**config.mk**
```make
export PLATFORM = sky130hd
export DESIGN_NAME = calc_share_arbiter_flat
export DESIGN_NICKNAME = d
export VERILOG_FILES = /design/src/rtl/calc_share_arbiter_if.sv /design/src/rtl/calc_share_arbiter.sv /design/src/flat_wrapper.sv
export SDC_FILE = /design/constraint.sdc
export NUM_CORES = 1
export LEC_CHECK = 0
export BUFFER_PORTS_ARGS = -buffer_cell sky130_fd_sc_hd__buf_2
export CAP_MARGIN = 0
export CELL_PAD_IN_SITES_DETAIL_PLACEMENT = 1
export CELL_PAD_IN_SITES_GLOBAL_PLACEMENT = 2
export CORE_UTILIZATION = 27
export DETAILED_ROUTE_END_ITERATION = 6
export PLACE_DENSITY = 0.78
export SLEW_MARGIN = 20
export SYNTH_ARGS = -nofsm -noshare
export SYNTH_HDL_FRONTEND = slang
export SYNTH_SLANG_ARGS = --single-unit
```
**constraint.sdc**
```tcl
create_clock -name clk -period 1.8 [get_ports clk]
set_input_delay 0.36 -clock clk [delete_from_list [all_inputs] [get_ports clk]]
set_output_delay 0.36 -clock clk [all_outputs]
set_load 0.01 [all_outputs]
```
**src/rtl/calc_share_arbiter_if.sv**
```systemverilog
// Requester, response and engine-side signals of the shared calculation engine arbiter.
// master = client/engine environment, slave = arbiter.
interface calc_share_arbiter_if #(
    parameter int NUM_OPS = 4
);
    logic                   a_req_valid;
    logic                   a_req_ready;
    logic [1:0]             a_mode;
    logic [NUM_OPS*4-1:0]   a_ops;

    logic                   b_req_valid;
    logic                   b_req_ready;
    logic [1:0]             b_mode;
    logic [NUM_OPS*4-1:0]   b_ops;

    logic                   eng_in_valid;
    logic [3:0]             eng_in_number;
    logic [1:0]             eng_mode;
    logic                   eng_out_valid;
    logic signed [5:0]      eng_out_result;

    logic                   a_rsp_valid;
    logic                   b_rsp_valid;
    logic signed [5:0]      rsp_result;
    logic                   rsp_timeout;
    logic                   busy;

    modport master (
        output a_req_valid, a_mode, a_ops,
        output b_req_valid, b_mode, b_ops,
        output eng_out_valid, eng_out_result,
        input  a_req_ready, b_req_ready,
        input  eng_in_valid, eng_in_number, eng_mode,
        input  a_rsp_valid, b_rsp_valid,
        input  rsp_result, rsp_timeout, busy
    );

    modport slave (
        input  a_req_valid, a_mode, a_ops,
        input  b_req_valid, b_mode, b_ops,
        input  eng_out_valid, eng_out_result,
        output a_req_ready, b_req_ready,
        output eng_in_valid, eng_in_number, eng_mode,
        output a_rsp_valid, b_rsp_valid,
        output rsp_result, rsp_timeout, busy
    );
endinterface

```
**src/rtl/calc_share_arbiter.sv**
```systemverilog
// Round-robin share of one serial calculation engine between requesters A and B:
// grant, stream operands one nibble per cycle, wait (with timeout), return result.
module calc_share_arbiter #(
    parameter int NUM_OPS = 4,
    parameter int TIMEOUT = 64,
    parameter int CNT_W   = 7
) (
    input  logic                 clk,
    input  logic                 rst_n,
    calc_share_arbiter_if.slave  bus
);
    localparam int OPS_W = NUM_OPS * 4;
    localparam logic [CNT_W-1:0] LAST_OP   = CNT_W'(NUM_OPS - 1);
    localparam logic [CNT_W-1:0] LAST_WAIT = CNT_W'(TIMEOUT - 1);

    typedef enum logic [1:0] {
        IDLE,
        SEND,
        WAIT,
        RESP
    } state_t;

    state_t            state;
    logic [CNT_W-1:0]  cnt;
    logic [OPS_W-1:0]  ops_q;
    logic              last_b;
    logic              owner_b;

    logic              in_valid_q;
    logic [3:0]        in_number_q;
    logic [1:0]        mode_q;
    logic              a_rsp_q;
    logic              b_rsp_q;
    logic signed [5:0] result_q;
    logic              timeout_q;

    logic              grant_a;
    logic              grant_b;
    logic [OPS_W-1:0]  sel_ops;
    logic [1:0]        sel_mode;

    // On a tie the requester that was not served last wins.
    always_comb begin
        grant_a = 1'b0;
        grant_b = 1'b0;
        if (state == IDLE) begin
            unique case (1'b1)
                bus.a_req_valid && bus.b_req_valid: begin
                    grant_a = last_b;
                    grant_b = !last_b;
                end
                bus.a_req_valid && !bus.b_req_valid: grant_a = 1'b1;
                !bus.a_req_valid && bus.b_req_valid: grant_b = 1'b1;
                default: ;
            endcase
        end
    end

    assign sel_ops  = grant_b ? bus.b_ops : bus.a_ops;
    assign sel_mode = grant_b ? bus.b_mode : bus.a_mode;

    always_ff @(posedge clk or negedge rst_n) begin
        if (!rst_n) begin
            state       <= IDLE;
            cnt         <= '0;
            ops_q       <= '0;
            last_b      <= 1'b1;
            owner_b     <= 1'b0;
            in_valid_q  <= 1'b0;
            in_number_q <= '0;
            mode_q      <= '0;
            a_rsp_q     <= 1'b0;
            b_rsp_q     <= 1'b0;
            result_q    <= '0;
            timeout_q   <= 1'b0;
        end else begin
            a_rsp_q <= 1'b0;
            b_rsp_q <= 1'b0;
            unique case (state)
                IDLE: begin
                    if (grant_a || grant_b) begin
                        owner_b     <= grant_b;
                        last_b      <= grant_b;
                        in_valid_q  <= 1'b1;
                        in_number_q <= sel_ops[3:0];
                        ops_q       <= sel_ops >> 4;
                        mode_q      <= sel_mode;
                        cnt         <= '0;
                        state       <= SEND;
                    end
                end
                SEND: begin
                    if (cnt == LAST_OP) begin
                        in_valid_q  <= 1'b0;
                        in_number_q <= '0;
                        mode_q      <= '0;
                        cnt         <= '0;
                        state       <= WAIT;
                    end else begin
                        in_number_q <= ops_q[3:0];
                        ops_q       <= ops_q >> 4;
                        cnt         <= cnt + 1'b1;
                    end
                end
                WAIT: begin
                    // A result arriving on the last allowed cycle still wins.
                    if (bus.eng_out_valid) begin
                        result_q  <= bus.eng_out_result;
                        timeout_q <= 1'b0;
                        a_rsp_q   <= !owner_b;
                        b_rsp_q   <= owner_b;
                        state     <= RESP;
                    end else if (cnt == LAST_WAIT) begin
                        result_q  <= '0;
                        timeout_q <= 1'b1;
                        a_rsp_q   <= !owner_b;
                        b_rsp_q   <= owner_b;
                        state     <= RESP;
                    end else begin
                        cnt <= cnt + 1'b1;
                    end
                end
                RESP: state <= IDLE;
                default: state <= IDLE;
            endcase
        end
    end

    assign bus.a_req_ready   = grant_a;
    assign bus.b_req_ready   = grant_b;
    assign bus.eng_in_valid  = in_valid_q;
    assign bus.eng_in_number = in_number_q;
    assign bus.eng_mode      = mode_q;
    assign bus.a_rsp_valid   = a_rsp_q;
    assign bus.b_rsp_valid   = b_rsp_q;
    assign bus.rsp_result    = result_q;
    assign bus.rsp_timeout   = timeout_q;
    assign bus.busy          = (state != IDLE);
endmodule
```
**src/flat_wrapper.sv**
```systemverilog
// flat-port wrapper written by rule: the top's interface ports become plain ports
module calc_share_arbiter_flat 
#(
    parameter int NUM_OPS = 4,
    parameter int TIMEOUT = 64,
    parameter int CNT_W   = 7
)
  (clk, rst_n, bus_a_req_valid, bus_a_mode, bus_a_ops, bus_b_req_valid, bus_b_mode, bus_b_ops, bus_eng_out_valid, bus_eng_out_result, bus_a_req_ready, bus_b_req_ready, bus_eng_in_valid, bus_eng_in_number, bus_eng_mode, bus_a_rsp_valid, bus_b_rsp_valid, bus_rsp_result, bus_rsp_timeout, bus_busy);
  calc_share_arbiter_if #(.NUM_OPS(NUM_OPS)) bus_i ();
  input  logic clk;
  input  logic rst_n;
  input wire logic [$bits(bus_i.a_req_valid)-1:0] bus_a_req_valid;
  input wire logic [$bits(bus_i.a_mode)-1:0] bus_a_mode;
  input wire logic [$bits(bus_i.a_ops)-1:0] bus_a_ops;
  input wire logic [$bits(bus_i.b_req_valid)-1:0] bus_b_req_valid;
  input wire logic [$bits(bus_i.b_mode)-1:0] bus_b_mode;
  input wire logic [$bits(bus_i.b_ops)-1:0] bus_b_ops;
  input wire logic [$bits(bus_i.eng_out_valid)-1:0] bus_eng_out_valid;
  input wire logic [$bits(bus_i.eng_out_result)-1:0] bus_eng_out_result;
  output wire logic [$bits(bus_i.a_req_ready)-1:0] bus_a_req_ready;
  output wire logic [$bits(bus_i.b_req_ready)-1:0] bus_b_req_ready;
  output wire logic [$bits(bus_i.eng_in_valid)-1:0] bus_eng_in_valid;
  output wire logic [$bits(bus_i.eng_in_number)-1:0] bus_eng_in_number;
  output wire logic [$bits(bus_i.eng_mode)-1:0] bus_eng_mode;
  output wire logic [$bits(bus_i.a_rsp_valid)-1:0] bus_a_rsp_valid;
  output wire logic [$bits(bus_i.b_rsp_valid)-1:0] bus_b_rsp_valid;
  output wire logic [$bits(bus_i.rsp_result)-1:0] bus_rsp_result;
  output wire logic [$bits(bus_i.rsp_timeout)-1:0] bus_rsp_timeout;
  output wire logic [$bits(bus_i.busy)-1:0] bus_busy;
  assign bus_i.a_req_valid = bus_a_req_valid;
  assign bus_i.a_mode = bus_a_mode;
  assign bus_i.a_ops = bus_a_ops;
  assign bus_i.b_req_valid = bus_b_req_valid;
  assign bus_i.b_mode = bus_b_mode;
  assign bus_i.b_ops = bus_b_ops;
  assign bus_i.eng_out_valid = bus_eng_out_valid;
  assign bus_i.eng_out_result = bus_eng_out_result;
  assign bus_a_req_ready = bus_i.a_req_ready;
  assign bus_b_req_ready = bus_i.b_req_ready;
  assign bus_eng_in_valid = bus_i.eng_in_valid;
  assign bus_eng_in_number = bus_i.eng_in_number;
  assign bus_eng_mode = bus_i.eng_mode;
  assign bus_a_rsp_valid = bus_i.a_rsp_valid;
  assign bus_b_rsp_valid = bus_i.b_rsp_valid;
  assign bus_rsp_result = bus_i.rsp_result;
  assign bus_rsp_timeout = bus_i.rsp_timeout;
  assign bus_busy = bus_i.busy;
  calc_share_arbiter #(.NUM_OPS(NUM_OPS), .TIMEOUT(TIMEOUT), .CNT_W(CNT_W)) u_core (.clk(clk), .rst_n(rst_n), .bus(bus_i));
endmodule
```
==> results of run 1 <==
==> metrics by stage <==
| stage | std cells | TNS [ns] |
|---|---|---|
| floorplan | 214 | 0 |
| global placement | 396 | 0 |
| detailed placement | 396 | -0.4175 |
| CTS | 408 | 0 |
| global route | 412 | -0.1080 |
| finish | 412 | 0 |
==> cells in the mapped netlist <==
master / number
dfrtp_1: 38
o21ai_0: 17
o31ai_1: 16
and3_1: 15
nor2_1: 14
nand2_1: 13
a211oi_1: 12
a21oi_1: 10
clkbuf_1: 9
inv_1: 7
a22o_1: 6
ha_1: 5
mux2i_1: 5
nand3_1: 5
o211ai_1: 5
o2bb2ai_1: 5
nand2b_1: 4
and2_1: 3
buf_2: 3
mux2_2: 3
a21boi_0: 2
a21o_1: 2
nor2b_1: 2
nor3b_1: 2
a221o_1: 1
a31oi_1: 1
a31oi_2: 1
a41o_1: 1
and2_0: 1
and4_1: 1
dfstp_2: 1
mux2_4: 1
nor4_4: 1
o21bai_1: 1
or3_1: 1
==> what timing repair did <==
| item | CTS | global route |
|---|---|---|
| hold endpoints to repair | 0 | 0 |
| setup buffers | 4 | 5 |
| setup endpoints to repair | 8 | 26 |
| resized for setup | 10 | 31 |
| pin swaps | 0 | 5 |
==> registers in the layout (all words and copies together), names as in the netlist <==
signal / flops
u_core.ops_q: 12
u_core.cnt: 7
u_core.bus.rsp_result: 6
u_core.bus.eng_in_number: 4
u_core.bus.eng_mode: 2
u_core.state: 2
u_core.bus.a_rsp_valid: 1
u_core.bus.b_rsp_valid: 1
u_core.bus.eng_in_valid: 1
u_core.bus.rsp_timeout: 1
u_core.last_b: 1
u_core.owner_b: 1
==> final timing paths <==
path	end	slack, ns	cells after the start
min in group clk	u_core.bus.rsp_result[0]$_DFFE_PN0P_	0.29	2
min	u_core.cnt[4]$_DFFE_PN0P_	0.02	1
min reg2reg	u_core.bus.a_rsp_valid$_DFF_PN0_	0.42	1
max in group asynchronous	u_core.last_b$_DFFE_PN1P_	1.20	2
max	bus_a_req_ready	0.05	6
max reg2reg	u_core.state[1]$_DFFE_PN0P_	0.06	4
==> metal layers <==
metal  wire length [µm]  up-vias  track usage (%)
met3                241        7            2.946
met4                 95        0            5.376
li1                   -      991                -
met5                  0        -                0
met1               2787      980            19.74
met2               3144       57            27.74
==> cell families after synthesis <==
| family | synth area share, % |
|---|---|
| buffers and inverters | 3.569 |
| adders and majority gates | 2.974 |
| AOI/OAI and AO/OA | 26.41 |
| and+or+nand+nor | 15.88 |
| muxes | 4.699 |
| DFF | 46.46 |
==> power groups by stage <==
| stage | sequential, W | combinational [W] | clock, W |
|---|---|---|---|
| after floorplan | 0.00148 | 0.00142 | 0 |
| after global placement | 0.00143 | 0.00236 | 0 |
| after detailed placement | 0.00144 | 0.00244 | 0 |
| after CTS | 0.00142 | 0.00258 | 0.000902 |
| after global routing | 0.00147 | 0.00316 | 0.000950 |
| final | 0.00142 | 0.00288 | 0.000882 |
==> layout make-up <==
class / instances / area, µm²
multi-input combinational: 156 / 1201
clock inverter: 2 / 60.06
timing repair buffer: 103 / 641.9
inverter: 7 / 26.28
sequential: 39 / 978.4
clock buffer: 6 / 72.57
tap: 99 / 123.9
fill: 846 / 4304
==> results.cfg, run 1 <==
[die]
row_count = 31
die_w_um = 90.26
initial_utilization_pct = 28.39
die_area_um2 = 8147
die_y_um = 90.26
pin_count = 66
coreArea_um2 = 7408

[worst_setup_path]
setup.worst_path.end_class = output pin
critPathLaunchType = register
critPathSlowestCell = dfrtp_1
cp_top_family = flip-flops
required_ns = 1.44
worstReg2RegStart = u_core.cnt[6]$_DFFE_PN0P_
arrival_ns = 1.39
critPathLaunch = u_core.state[1]$_DFFE_PN0P_
path_cells = inv_2 > ha_4 > buf_6 > nand2_4 > a21oi_4 > buf_2
critical_path_class = register to output pin
worst-path-max-fanout = 4
slowest_delay_ns = 0.41
crit_buf_inv = 3

[clock_network]
cts_buffers = 5
clkTransAtPathRegs_ns = 0.08
cts_hold_buf = 0
clock_sinks = 39
root_buffer = clkbuf_8
clockBufferDepth = 2
htreeDepth = 2
cts_tree = built
insertion_delay_ns = 0.30

[synth]
syn-num-nets = 266
syn_area_per_cell_um2 = 9.828
yosysSeqAreaShare_pct = 46.46
synth.area.top_cells = dfrtp_1, o31ai_1, and3_1
yosys_warnings = 0
ys_seq_elements = 39
synth_top_cell_area_share_pct = 45.21
synth_area_um2 = 2103
ys_types = 35
synth_cells = 214
yosys.area.top_type = dfrtp_1

[pwr]
netSwitchingFraction_pct = 39.19
power_density_nw_per_um2 = 1670
finalPower_w = 0.005185
clkPwrFrac_pct = 17.0
p_comb_share_pct = 55.5
switching_power_w = 0.002032
p_seq_share_pct = 27.5
p_leak_nw = 1.519
peakVddDrop_mv = 0.5057
power.internal_w = 0.003153

[finish]
layout_commonest_cell = buf_2
layout_common_cells = buf_2, dfrtp_1, buf_4
antenna_cells = 0
fin_nets = 364
layout-drive-gt1-share_pct = 45.37
area_delta_synth_final_pct = 47.59
final_util_pct = 41.90
fin_area_um2 = 3104

[timing]
post-route-min-period_ns = 1.752
layout_setup_ws_ns = 0.04777
period_share_pct = 97.35
skew_ns = 0.01042
setup_viol = 0
slew_violations = 0
relSlewSlack_pct = 65.75
hold_slack_ns = 0.02427
hold_violations = 0
worst_pin_slew_ns = 0.5138
rsz0062_at_grt = true
fmax_ghz = 0.5707

[worst_hold_path]
hp-class = input pin to async pin

[placed_design]
portBuffers = 65
detailed_place_hpwl_um = 4637
placed_cell_area_um2 = 2765
dp_worst_setup_slack_ns = -0.08344
gp_congestion = 0.7876

[route]
drtIter0Drc = 51
viasPerCell = 4.939
drc = 0
final_antenna_net_count = 0
routed-via-count = 2035
wl_per_cell_um = 15.22
firstDrtPassIters = 4
routed_wl_um = 6269

[global_routing]
grt_overflow = 0
grt_pass1_vias = 2134
grt_max_degree = 22
grt_use_total_pct = 15.93
grt_pass1_wl_um = 10360
antenna_found_initial = 0

[outcome]
status = complete, no violations

[flow_run]
cap_violations = 0
Power figures use the tool's default switching activity.
==> run 2: changes to the inputs <==
==> constraint.sdc (replaced) <==
create_clock -name clk -period 1.8 [get_ports clk]
set_input_delay 0.09 -clock clk [delete_from_list [all_inputs] [get_ports clk]]
set_output_delay 0.09 -clock clk [all_outputs]
set_load 0.01 [all_outputs]
==> results.cfg, run 2 (synthesis gave the netlist of run 1 again) <==
[timing]
rsz0062_at_grt = true
hold_violations = 0
slew_violations = 0
worst_pin_slew_ns = 0.4898
fmax_ghz = 0.5750
relSlewSlack_pct = 67.35
setup_viol = 0
period_share_pct = 96.62
layout_setup_ws_ns = 0.06091
final.setup.tns_ns = 0
skew_ns = 0.006174
post-route-min-period_ns = 1.739
hold_slack_ns = 0.02500

[placed_design]
detailed_place_hpwl_um = 4760
placed_cell_area_um2 = 2810
gp_congestion = 0.7666
dp_worst_setup_slack_ns = -0.08978
portBuffers = 65

[finish]
fin_area_um2 = 3104
seq_area_um2 = 977.2
fin_nets = 365
largest_reg_flops = 12
final.fill_count = 858
largest-register = u_core.ops_q
layout_common_cells = buf_2, dfrtp_1, buf_4
layout-drive-gt1-share_pct = 44.59
multiInputGateArea_um2 = 1195
area_delta_synth_final_pct = 47.59
antenna_cells = 0
layout_commonest_cell = buf_2

[global_routing]
grt_overflow = 0
grt_max_degree = 22
grt_use_total_pct = 16.15
grt_pass1_vias = 2202
grt_pass1_wl_um = 10490
antenna_found_initial = 0

[worst_setup_path]
worst-path-max-fanout = 4
critical_path_class = register to register
critPathLaunchType = register
setup.worst_path.end_class = register
arrival_ns = 1.92
required_ns = 1.98

[route]
viasPerCell = 4.906
drc = 0
firstDrtPassIters = 4
final_antenna_net_count = 0
routed-via-count = 2026
wl_met1_um = 2795
top_layer = met4
routed_wl_um = 6328
wl_per_cell_um = 15.32
drtIter0Drc = 46
met2WireLength_um = 3274
wl_met3_um = 220

[pwr]
power_density_nw_per_um2 = 1645
finalPower_w = 0.005108
p_leak_nw = 1.531
peakVddDrop_mv = 0.5589

[clock_network]
clock_sinks = 39
insertion_delay_ns = 0.29
htreeDepth = 2
cts_buffers = 5
clockBufferDepth = 2
root_buffer = clkbuf_8
clkTransAtPathRegs_ns = 0.08
cts_tree = built

[flow_run]
cap_violations = 0

[die]
initial_utilization_pct = 28.39
die_y_um = 90.26
pin_count = 66
die_w_um = 90.26
die_area_um2 = 8147
coreArea_um2 = 7408
row_count = 31

[outcome]
status = complete, no violations

[worst_hold_path]
hp-class = input pin to register
run 2: cell count changes in the layout (fill, tap and decap cells not counted), moves of 3 or more:
| cell | change |
|---|---|
| o21ai_0 | -5 |
| o21ai_1 | +5 |
| buf_6 | -4 |
| buf_4 | +3 |
run 2: path summary, 6_finish.rpt:
kind	startpoint	end	slack, ns	depth (start not counted)
min	bus_eng_out_result[0]	u_core.bus.rsp_result[0]$_DFFE_PN0P_	0.03	2
max	u_core.cnt[3]$_DFFE_PN0P_	u_core.state[1]$_DFFE_PN0P_	0.06	4
min reg2reg	u_core.owner_b$_DFFE_PN0P_	u_core.bus.a_rsp_valid$_DFF_PN0_	0.43	1
min in group asynchronous	rst_n	u_core.ops_q[2]$_DFFE_PN0P_	0.30	2
max reg2reg	u_core.cnt[3]$_DFFE_PN0P_	u_core.state[1]$_DFFE_PN0P_	0.06	4
max in group asynchronous	rst_n	u_core.bus.b_rsp_valid$_DFF_PN0_	1.02	3
run 2: routing by layer:
metal	vias to the layer above	global-route usage, %
met5	-	0
met2	46	28.69
met4	0	3.629
met1	978	20.01
li1	998	-
met3	4	3.367
run 2: critical path: stages, from the launching register on:
cell	delay, ns
dfrtp_1	0.44
nor4_4	0.38
nand2_1	0.14
a221o_1	0.35
mux2_4	0.31
run 2: power breakdown:
group | switching, W | internal (W) | total [W]
Combinational | 0.00146 | 0.00135 | 0.00282
Clock | 0.000322 | 0.000554 | 0.000877
Sequential | 0.000173 | 0.00124 | 0.00142
run 2: cell type report:
cell class | count | share of cell area, %
sequential | 39 | 31.48
clock buffer | 6 | 2.338
clock inverter | 2 | 1.935
tap | 99 | 3.990
multi-input combinational | 156 | 38.49
inverter | 7 | 0.8464
timing repair buffer | 104 | 20.92
run 2: per-stage QoR:
| step | util, % | std cells |
|---|---|---|
| after floorplan | - | 214 |
| after global placement | 37.93 | 402 |
| after detailed placement | 37.93 | 402 |
| after CTS | 40.08 | 411 |
| after global routing | 41.90 | 413 |
| final | 41.90 | 413 |
run 2: repair_timing:
item / 4_1_cts / 5_1_grt
hold buffers: 1 / 0
resized for setup: 6 / 33
setup buffers: 0 / 2
pin swaps: 0 / 1
endpoints found under the hold margin: 17 / 0
setup endpoints to repair: 29 / 27
